[src/rtl/agg_src_arbiter.sv]
// rtl/agg_src_arbiter.sv - round-robin sender arbiter feeding one aggregator port
// Grants one source per aggregated word and applies fetch-width changes only between bursts.
module agg_src_arbiter #(
    parameter int DATA_WIDTH  = 8,
    parameter int NUM_SRC     = 4,
    parameter int FETCH_WIDTH = 2,
    parameter int FW_BITS     = 3,
    localparam int GW         = (NUM_SRC > 1) ? $clog2(NUM_SRC) : 1
) (
    input  logic                          clk,
    input  logic                          rst,
    input  logic [NUM_SRC*DATA_WIDTH-1:0] src_data,
    input  logic [NUM_SRC-1:0]            src_empty_n,
    output logic [NUM_SRC-1:0]            src_deq,
    output logic [DATA_WIDTH-1:0]         agg_data,
    output logic                          agg_empty_n,
    input  logic                          agg_deq,
    input  logic [FW_BITS-1:0]            cfg_fetch_width,
    input  logic                          cfg_change,
    output logic                          agg_change_fetch_width,
    output logic [FW_BITS-1:0]            agg_fetch_width,
    output logic [GW-1:0]                 grant_id,
    output logic                          busy
);

    typedef enum logic [1:0] {
        IDLE     = 2'd0,
        BURST    = 2'd1,
        RECONFIG = 2'd2
    } state_t;

    state_t             state;
    state_t             state_nxt;
    logic [GW-1:0]      rr_ptr;
    logic [GW-1:0]      pick;
    logic [GW-1:0]      cand;
    logic               pick_vld;
    logic [FW_BITS-1:0] beat_cnt;
    logic [FW_BITS-1:0] shadow_fw;
    logic [FW_BITS-1:0] cfg_clamped;
    logic               pending;
    logic               cur_avail;
    logic               eff_deq;
    logic               burst_done;

    always_comb begin
        cfg_clamped = cfg_fetch_width;
        if (cfg_fetch_width == '0) begin
            cfg_clamped = FW_BITS'(1);
        end else if (cfg_fetch_width > FW_BITS'(FETCH_WIDTH)) begin
            cfg_clamped = FW_BITS'(FETCH_WIDTH);
        end
    end

    // Walk offsets from farthest to nearest so the nearest candidate after rr_ptr wins.
    always_comb begin
        pick     = rr_ptr;
        pick_vld = 1'b0;
        cand     = '0;
        for (int k = NUM_SRC; k >= 1; k--) begin
            cand = GW'((int'(rr_ptr) + k) % NUM_SRC);
            if (src_empty_n[cand]) begin
                pick     = cand;
                pick_vld = 1'b1;
            end
        end
    end

    assign agg_data   = src_data[grant_id*DATA_WIDTH +: DATA_WIDTH];
    assign cur_avail  = src_empty_n[grant_id];
    assign eff_deq    = (state == BURST) && agg_deq && cur_avail;
    assign burst_done = eff_deq && (beat_cnt == agg_fetch_width - FW_BITS'(1));

    always_comb begin
        state_nxt              = state;
        agg_empty_n            = 1'b0;
        src_deq                = '0;
        agg_change_fetch_width = 1'b0;
        busy                   = 1'b0;
        case (state)
            IDLE: begin
                if (pending) begin
                    state_nxt = RECONFIG;
                end else if (pick_vld) begin
                    state_nxt = BURST;
                end
            end
            BURST: begin
                busy              = 1'b1;
                agg_empty_n       = cur_avail;
                src_deq[grant_id] = eff_deq;
                if (burst_done) begin
                    state_nxt = IDLE;
                end
            end
            RECONFIG: begin
                busy                   = 1'b1;
                agg_change_fetch_width = 1'b1;
                state_nxt              = IDLE;
            end
            default: state_nxt = IDLE;
        endcase
    end

    always_ff @(posedge clk) begin
        if (rst) begin
            state           <= IDLE;
            grant_id        <= '0;
            rr_ptr          <= GW'(NUM_SRC - 1);
            beat_cnt        <= '0;
            agg_fetch_width <= FW_BITS'(FETCH_WIDTH);
            shadow_fw       <= FW_BITS'(FETCH_WIDTH);
            pending         <= 1'b0;
        end else begin
            state <= state_nxt;
            if ((state == IDLE) && !pending && pick_vld) begin
                grant_id <= pick;
                rr_ptr   <= pick;
                beat_cnt <= '0;
            end else if (eff_deq) begin
                beat_cnt <= beat_cnt + FW_BITS'(1);
            end
            // A request arriving on the entry cycle bypasses the shadow so the last value wins.
            if ((state == IDLE) && pending) begin
                agg_fetch_width <= cfg_change ? cfg_clamped : shadow_fw;
            end
            if (cfg_change) begin
                pending   <= 1'b1;
                shadow_fw <= cfg_clamped;
            end else if (state == RECONFIG) begin
                pending <= 1'b0;
            end
        end
    end

endmodule
[config.mk]
export PLATFORM = sky130hd
export DESIGN_NAME = agg_src_arbiter
export DESIGN_NICKNAME = d
export VERILOG_FILES = /design/src/rtl/agg_src_arbiter.sv
export SDC_FILE = /design/constraint.sdc
export NUM_CORES = 1
export LEC_CHECK = 0
export ABC_AREA = 1
export BUFFER_PORTS_ARGS = -buffer_cell sky130_fd_sc_hd__buf_2
export CORE_ASPECT_RATIO = 1.25
export CORE_MARGIN = 1.5
export CORE_UTILIZATION = 40
export CTS_CLUSTER_DIAMETER = 60
export DETAILED_ROUTE_END_ITERATION = 16
export PLACE_DENSITY = 0.72
export SLEW_MARGIN = 40
export SYNTH_ARGS = -nofsm -noshare
export SYNTH_HDL_FRONTEND = slang
export SYNTH_SLANG_ARGS = --single-unit
[constraint.sdc]
create_clock -name clk -period 1.4 [get_ports clk]
set_input_delay 0.21 -clock clk [delete_from_list [all_inputs] [get_ports clk]]
set_output_delay 0.21 -clock clk [all_outputs]
set_load 0.02 [all_outputs]
Yosys cells after proc, flatten, opt, wreduce, memory -nomap -nowiden
Cells that the tools add are included.

Bits in latches: 0. Bits in writable memories: 0. ROM bits: 0. Flip-flop bits (word level): 16. Memories: 0.

Add/subtract/negate cells: 6. Reduce and logical (&&, ||, !) cells: 14. Bitwise operators: 1. Equality and inequality tests: 5. Magnitude comparators: 7. Muxes and demuxes: 33. Div/mod/pow operators: 0. $mul: 0. Shift-type cells: 1.

Operators by type and width (number): $shiftx 32x6->8 (1); $lt 2x3->1 const B (5); $mux 1 (15); $mux 2 (7); $bmux 1 s2 (5); $mux 3 (3); $logic_and 1x1->1 (7); $add 2x1->2 const B (2); $add 2x2->2 const B (2); $and 4x4->4 (1); $mux 4 (1); $pmux 2 s2 (1); $reduce_or 2->1 (2); $add 3x1->3 const B (1); $eq 3x3->1 (1); $gt 3x2->1 const B (1); $logic_not 3->1 (1); $ne 3x3->1 const B (1); $sub 3x1->3 const B (1); $demux 1 s2 (1); $eq 2x1->1 const B (1); $eq 2x2->1 const B (1); $ge 2x1->1 const B (1); $logic_not 2->1 (1); 4 further kinds (4).

Longest topological paths before layout
Word-level depth: 10. Gate-level depth with buffers: 13. Mapped depth without buffers: 13.

Worst setup path after synthesis
No wires, ideal clock.

Path type: reg2out. Start point: register grant_id[1]. End point: output src_deq[0]. Slack: -314 ps. Arrival: 1504 ps. Buffers on the path: 1. Cell stages (with the launch flop): 9. Cell sequence: dfxtp_1 > buf_6 > nor2_8 > nand2_1 > nand2_1 > nor2_2 > nor2_4 > inv_1 > nor3_1.

Cells in the longest elaborated chain, start to end: 6.

RTL lines: start, declared (line 22) `output logic [GW-1:0] grant_id,`; start signal, assigned (line 117) `grant_id <= pick;`; $lt 2x3->1 (implied by the code) / $ge 2x1->1 (equally long branches) (line 91) `src_deq[grant_id] = eff_deq;`; $logic_and 1x1->1 (implied by the code) (line 91); $mux 1 (implied by the code) (line 91); $demux 1 s2 (line 91); $and 4x4->4 (no source line) (*); $mux 4 (*) (line 80) `case (state)`; end, declared (line 14) `output logic [NUM_SRC-1:0] src_deq,`.

Mark *: on every way between the ends. The rest lies on a longest branch, timed or not. The select of a mux whose other input is x is not followed.

Worst setup path in the final report
Start point: register grant_id[1]. End point: output agg_data[1].

Cells in the longest elaborated chain, start to end: 1.

RTL lines: $shiftx 32x6->8 (line 69) `assign agg_data = src_data[grant_id*DATA_WIDTH +: DATA_WIDTH];`; end, declared (line 15) `output logic [DATA_WIDTH-1:0] agg_data,`.

Every way passes these cells.

==> results.txt <==
The clock tree skew after final layout is 0.001762 ns. Summed over all layers, the routed wires come to 4276 µm. The first-pass detailed-route iteration total came out at 4. The die is 53.37 µm wide. The worst setup path is of the flop to output port kind.

By instance count, the leading cell after synthesis is sky130_fd_sc_hd__nand2_1. The standard cell area after detailed placement is 0.001808 mm². The largest total area in the synthesized netlist belongs to sky130_fd_sc_hd__dfxtp_1.

In this run, synthesis inferred 0 flip-flops with an integrated enable. The total number of H-tree levels is 1. The run finished, with violations left.

STA classifies the critical path startpoint as a flop. The synthesis-to-finish area growth is 82.84%. For the worst setup path, the data arrival time is 1.48 ns.

The initial core utilization came out at 42.68%. The leakage power of the design is 1.146 nW. The core region is 0.002973 mm². The number of register bits inferred by synthesis is 16. After detailed routing, the average wire length per cell comes to 13.28 µm.

The vertical extent of the die came out at 65.97 µm. The pin count of the biggest net entering global routing came out at 10. For the worst-skew pair, the clock arrives at the later sink with an insertion delay of 0.30 ns. The achievable clock frequency came out at 0.5904 GHz. The async set-or-reset flop fraction in the synthesized netlist is 0%.

The worst path buffer plus inverter count is 3. The Yosys warning count is 0. The combined global-route utilization of all metal layers is 20.75%.

Sorting the synthesized cells by area gives the leading types as sky130_fd_sc_hd__dfxtp_1, sky130_fd_sc_hd__nand2_1, sky130_fd_sc_hd__nand3_1, sky130_fd_sc_hd__inv_1, sky130_fd_sc_hd__ha_1. The weighted congestion at the end of routability-driven global placement came out at 0.7867. Counting every net in the synthesized netlist gives 247. At the worst endpoint, the required time is 1.19 ns. The signal on the critical path passes through buf_6 -> nor2_4 -> buf_12 -> a22oi_2 -> nand3_1 -> buf_6. The setup TNS came out at -3.421 ns. The pin slew with the least headroom to its limit is 0.2756 ns. The post-route standard cell area excluding fillers is 0.002320 mm². The vias per cell came out at 5.065. Setup violations remaining at the end of the flow were counted as 21. In this run the clock root is driven by a sky130_fd_sc_hd__clkbuf_4.

For this design, the slowest cell found on the critical path is sky130_fd_sc_hd__dfxtp_4. The routed design could run at a clock period as short as 1.694 ns. Synthesis instantiated 25 different standard cells from the library.

The wire length on met1 came out at 1531 µm. The number of instances in the synthesized netlist came out at 199. The die area came out at 0.003521 mm².

The synthesized area per cell came out at 6.375 µm². The min-delay analysis places its worst path in the category input pin to flop. The number of antenna violations at the first check in global routing is 0.

The post-route antenna net violation count came out at 0. The antenna diode instance count is 0. Counting the buffers created by CTS gives 3.

The worst hold slack is 0.1510 ns. Summing the sequential cell areas from Yosys gives 25.25% of the chip area. The maximum root-to-sink buffer count came out at 2.

The cell area after technology mapping came out at 0.001269 mm². Summing internal, switching and leakage power gives 4.900 mW. Setup repair after global routing could not meet its margin everywhere.

The count of vias placed by the detailed router is 1631. For this run, the leading register cell type out of synthesis is sky130_fd_sc_hd__dfxtp_1. The worst setup path is captured at an output port. The fraction of layout instances using a drive strength above 1 is 63.64%.

The remaining max-slew budget at the tightest pin is 81.61%. Wire segments on met2 add up to 2332 µm in the final route. The sum of overflow across all layers after global routing is 0. The tool flagged a number of max-cap violations equal to 0.

The count of buffers added on input and output ports is 61. Detailed placement ended at an HPWL of 2549 µm. The count of fill cells added during filler insertion is 187.

The area share of the leading cell type in the synthesized netlist is 25.25%. The biggest cell delay along the critical path is 0.45 ns. The standard-cell row count is 22.

The number of hold violations in the final report is 0. In the routed design, unresolved DRC markers number 0. The detailed router's first-iteration violation count came out at 28.

Among cell families on the critical path, the largest total delay comes from flip-flops. The clock slew seen by the registers of the worst setup and hold paths is 0.10 ns. For this design, the CTS-stage hold fixing added 0 buffers.

The highest metal layer with signal wires is met4. TritonCTS built the clock tree. Ranked by instance count, the synthesized netlist is headed by sky130_fd_sc_hd__nand2_1, sky130_fd_sc_hd__nand3_1, sky130_fd_sc_hd__inv_1, sky130_fd_sc_hd__dfxtp_1, sky130_fd_sc_hd__nor2_1. The total I/O pin count is 63. The post-layout worst setup margin is -0.2938 ns.

The worst ir drop on vdd came out at 1.852 mV. The net count of the finished layout is 335. The wire length of the first global-routing pass came out at 5637 µm. Wire segments on met3 add up to 339 µm in the final route. The number of max-slew violations in the final report is 0.

The checks that failed: negative setup slack. Counting stages on the worst path, the most repeated cell is sky130_fd_sc_hd__buf_6. Along the worst path, the maximum fanout reaches 8. The power density of the placed cells is 2112 mW/mm². The via count of the first global-routing pass was 1409.

The number of sinks handled by clock tree synthesis is 16. Dividing the final minimum period by the clock period gives 121.0%.
per-stage QoR:
| stage | worst slack [ns] | std cells | utilization, % |
|---|---|---|---|
| 2_1_floorplan | -0.1663 | 199 | - |
| 3_3_place_gp | -0.1141 | 309 | 60.82 |
| 3_5_place_dp | -0.1478 | 309 | 60.82 |
| 4_1_cts | -0.3149 | 315 | 68.43 |
| 5_1_grt | -0.3798 | 322 | 78.03 |
| 6_report | -0.2938 | 322 | 78.03 |
path summary, 6_finish.rpt:
path	from	end	slack [ns]	depth (start not counted)
setup / recovery	grant_id[1]	agg_data[1]	-0.29	6
hold reg to reg	shadow_fw[2]	shadow_fw[2]	0.46	2
setup reg to reg	rr_ptr[0]	beat_cnt[2]	-0.13	11
hold / removal	cfg_change	pending	0.15	3
tightest hold or removal path, cell delays in order:
cell	delay, ns
sky130_fd_sc_hd__buf_2	0.10
sky130_fd_sc_hd__nor2_1	0.04
sky130_fd_sc_hd__nor2_1	0.06
registers in the layout, summed over array words and instances, names as in the netlist:
signal	flops
beat_cnt	3
agg_fetch_width	3
state	2
rr_ptr	2
pending	1
grant_id	2
shadow_fw	3
where the power goes:
group          internal, mW  switching (mW)  leakage, nW  total (mW)
clock network         0.159           0.159       0.0210       0.318
logic                  1.73            2.09        0.991        3.83
registers             0.587           0.170        0.134       0.757
cells by family after synthesis:
logic type | share of synthesized area [%]
buffers and inverters | 10.95
AOI/OAI and AO/OA | 11.83
DFF | 25.25
and+or+nand+nor | 45.66
adders and majority gates | 4.931
xor gates and xnor gates | 1.381
what timing repair did:
item                                   in CTS  in global routing
pin swaps                                  22                 33
resized for setup                          59                 58
setup buffers                               5                  6
setup endpoints to repair                  18                 24
endpoints found under the hold margin       0                  0
cloned                                      0                  1
cell usage in the layout (no fill, tap or decap), types with 2 or more instances in the layout:
cell type                  count
sky130_fd_sc_hd__nor2_1        9
sky130_fd_sc_hd__a22oi_2       8
sky130_fd_sc_hd__nor3_4        4
sky130_fd_sc_hd__buf_12        2
sky130_fd_sc_hd__dfxtp_2       3
sky130_fd_sc_hd__buf_2        46
sky130_fd_sc_hd__o211ai_1      2
sky130_fd_sc_hd__dfxtp_4       5
sky130_fd_sc_hd__buf_4        21
sky130_fd_sc_hd__ha_1          2
sky130_fd_sc_hd__nand2_1      40
sky130_fd_sc_hd__o21ai_0       4
sky130_fd_sc_hd__nand3_1      21
sky130_fd_sc_hd__ha_4          2
sky130_fd_sc_hd__buf_6        19
sky130_fd_sc_hd__nand2_4      13
sky130_fd_sc_hd__a21oi_1       4
sky130_fd_sc_hd__clkbuf_4      3
sky130_fd_sc_hd__inv_2         6
sky130_fd_sc_hd__inv_1        11
sky130_fd_sc_hd__inv_4         5
sky130_fd_sc_hd__nand2_2      21
sky130_fd_sc_hd__nand3_2       6
sky130_fd_sc_hd__a21oi_2       3
sky130_fd_sc_hd__dfxtp_1       8
sky130_fd_sc_hd__nor2_2        2
sky130_fd_sc_hd__nor2_4        6
final cells by class:
type                    count  area [µm²]  area share [%]
clock buffers               4       36.28           1.564
inverters                  23       111.4           4.800
well taps                  36       45.04           1.942
flip-flops and latches     16       342.8           14.78
repair buffers             89       666.9           28.75
multi-input cells         154        1117           48.17
layer usage:
layer / GRT usage [%] / up-vias
met2: 41.20 / 72
met3: 3.167 / 7
met5: 0 / -
met4: 4.808 / 0
li1: - / 822
met1: 21.62 / 730
(Power assumes the default switching activity.)
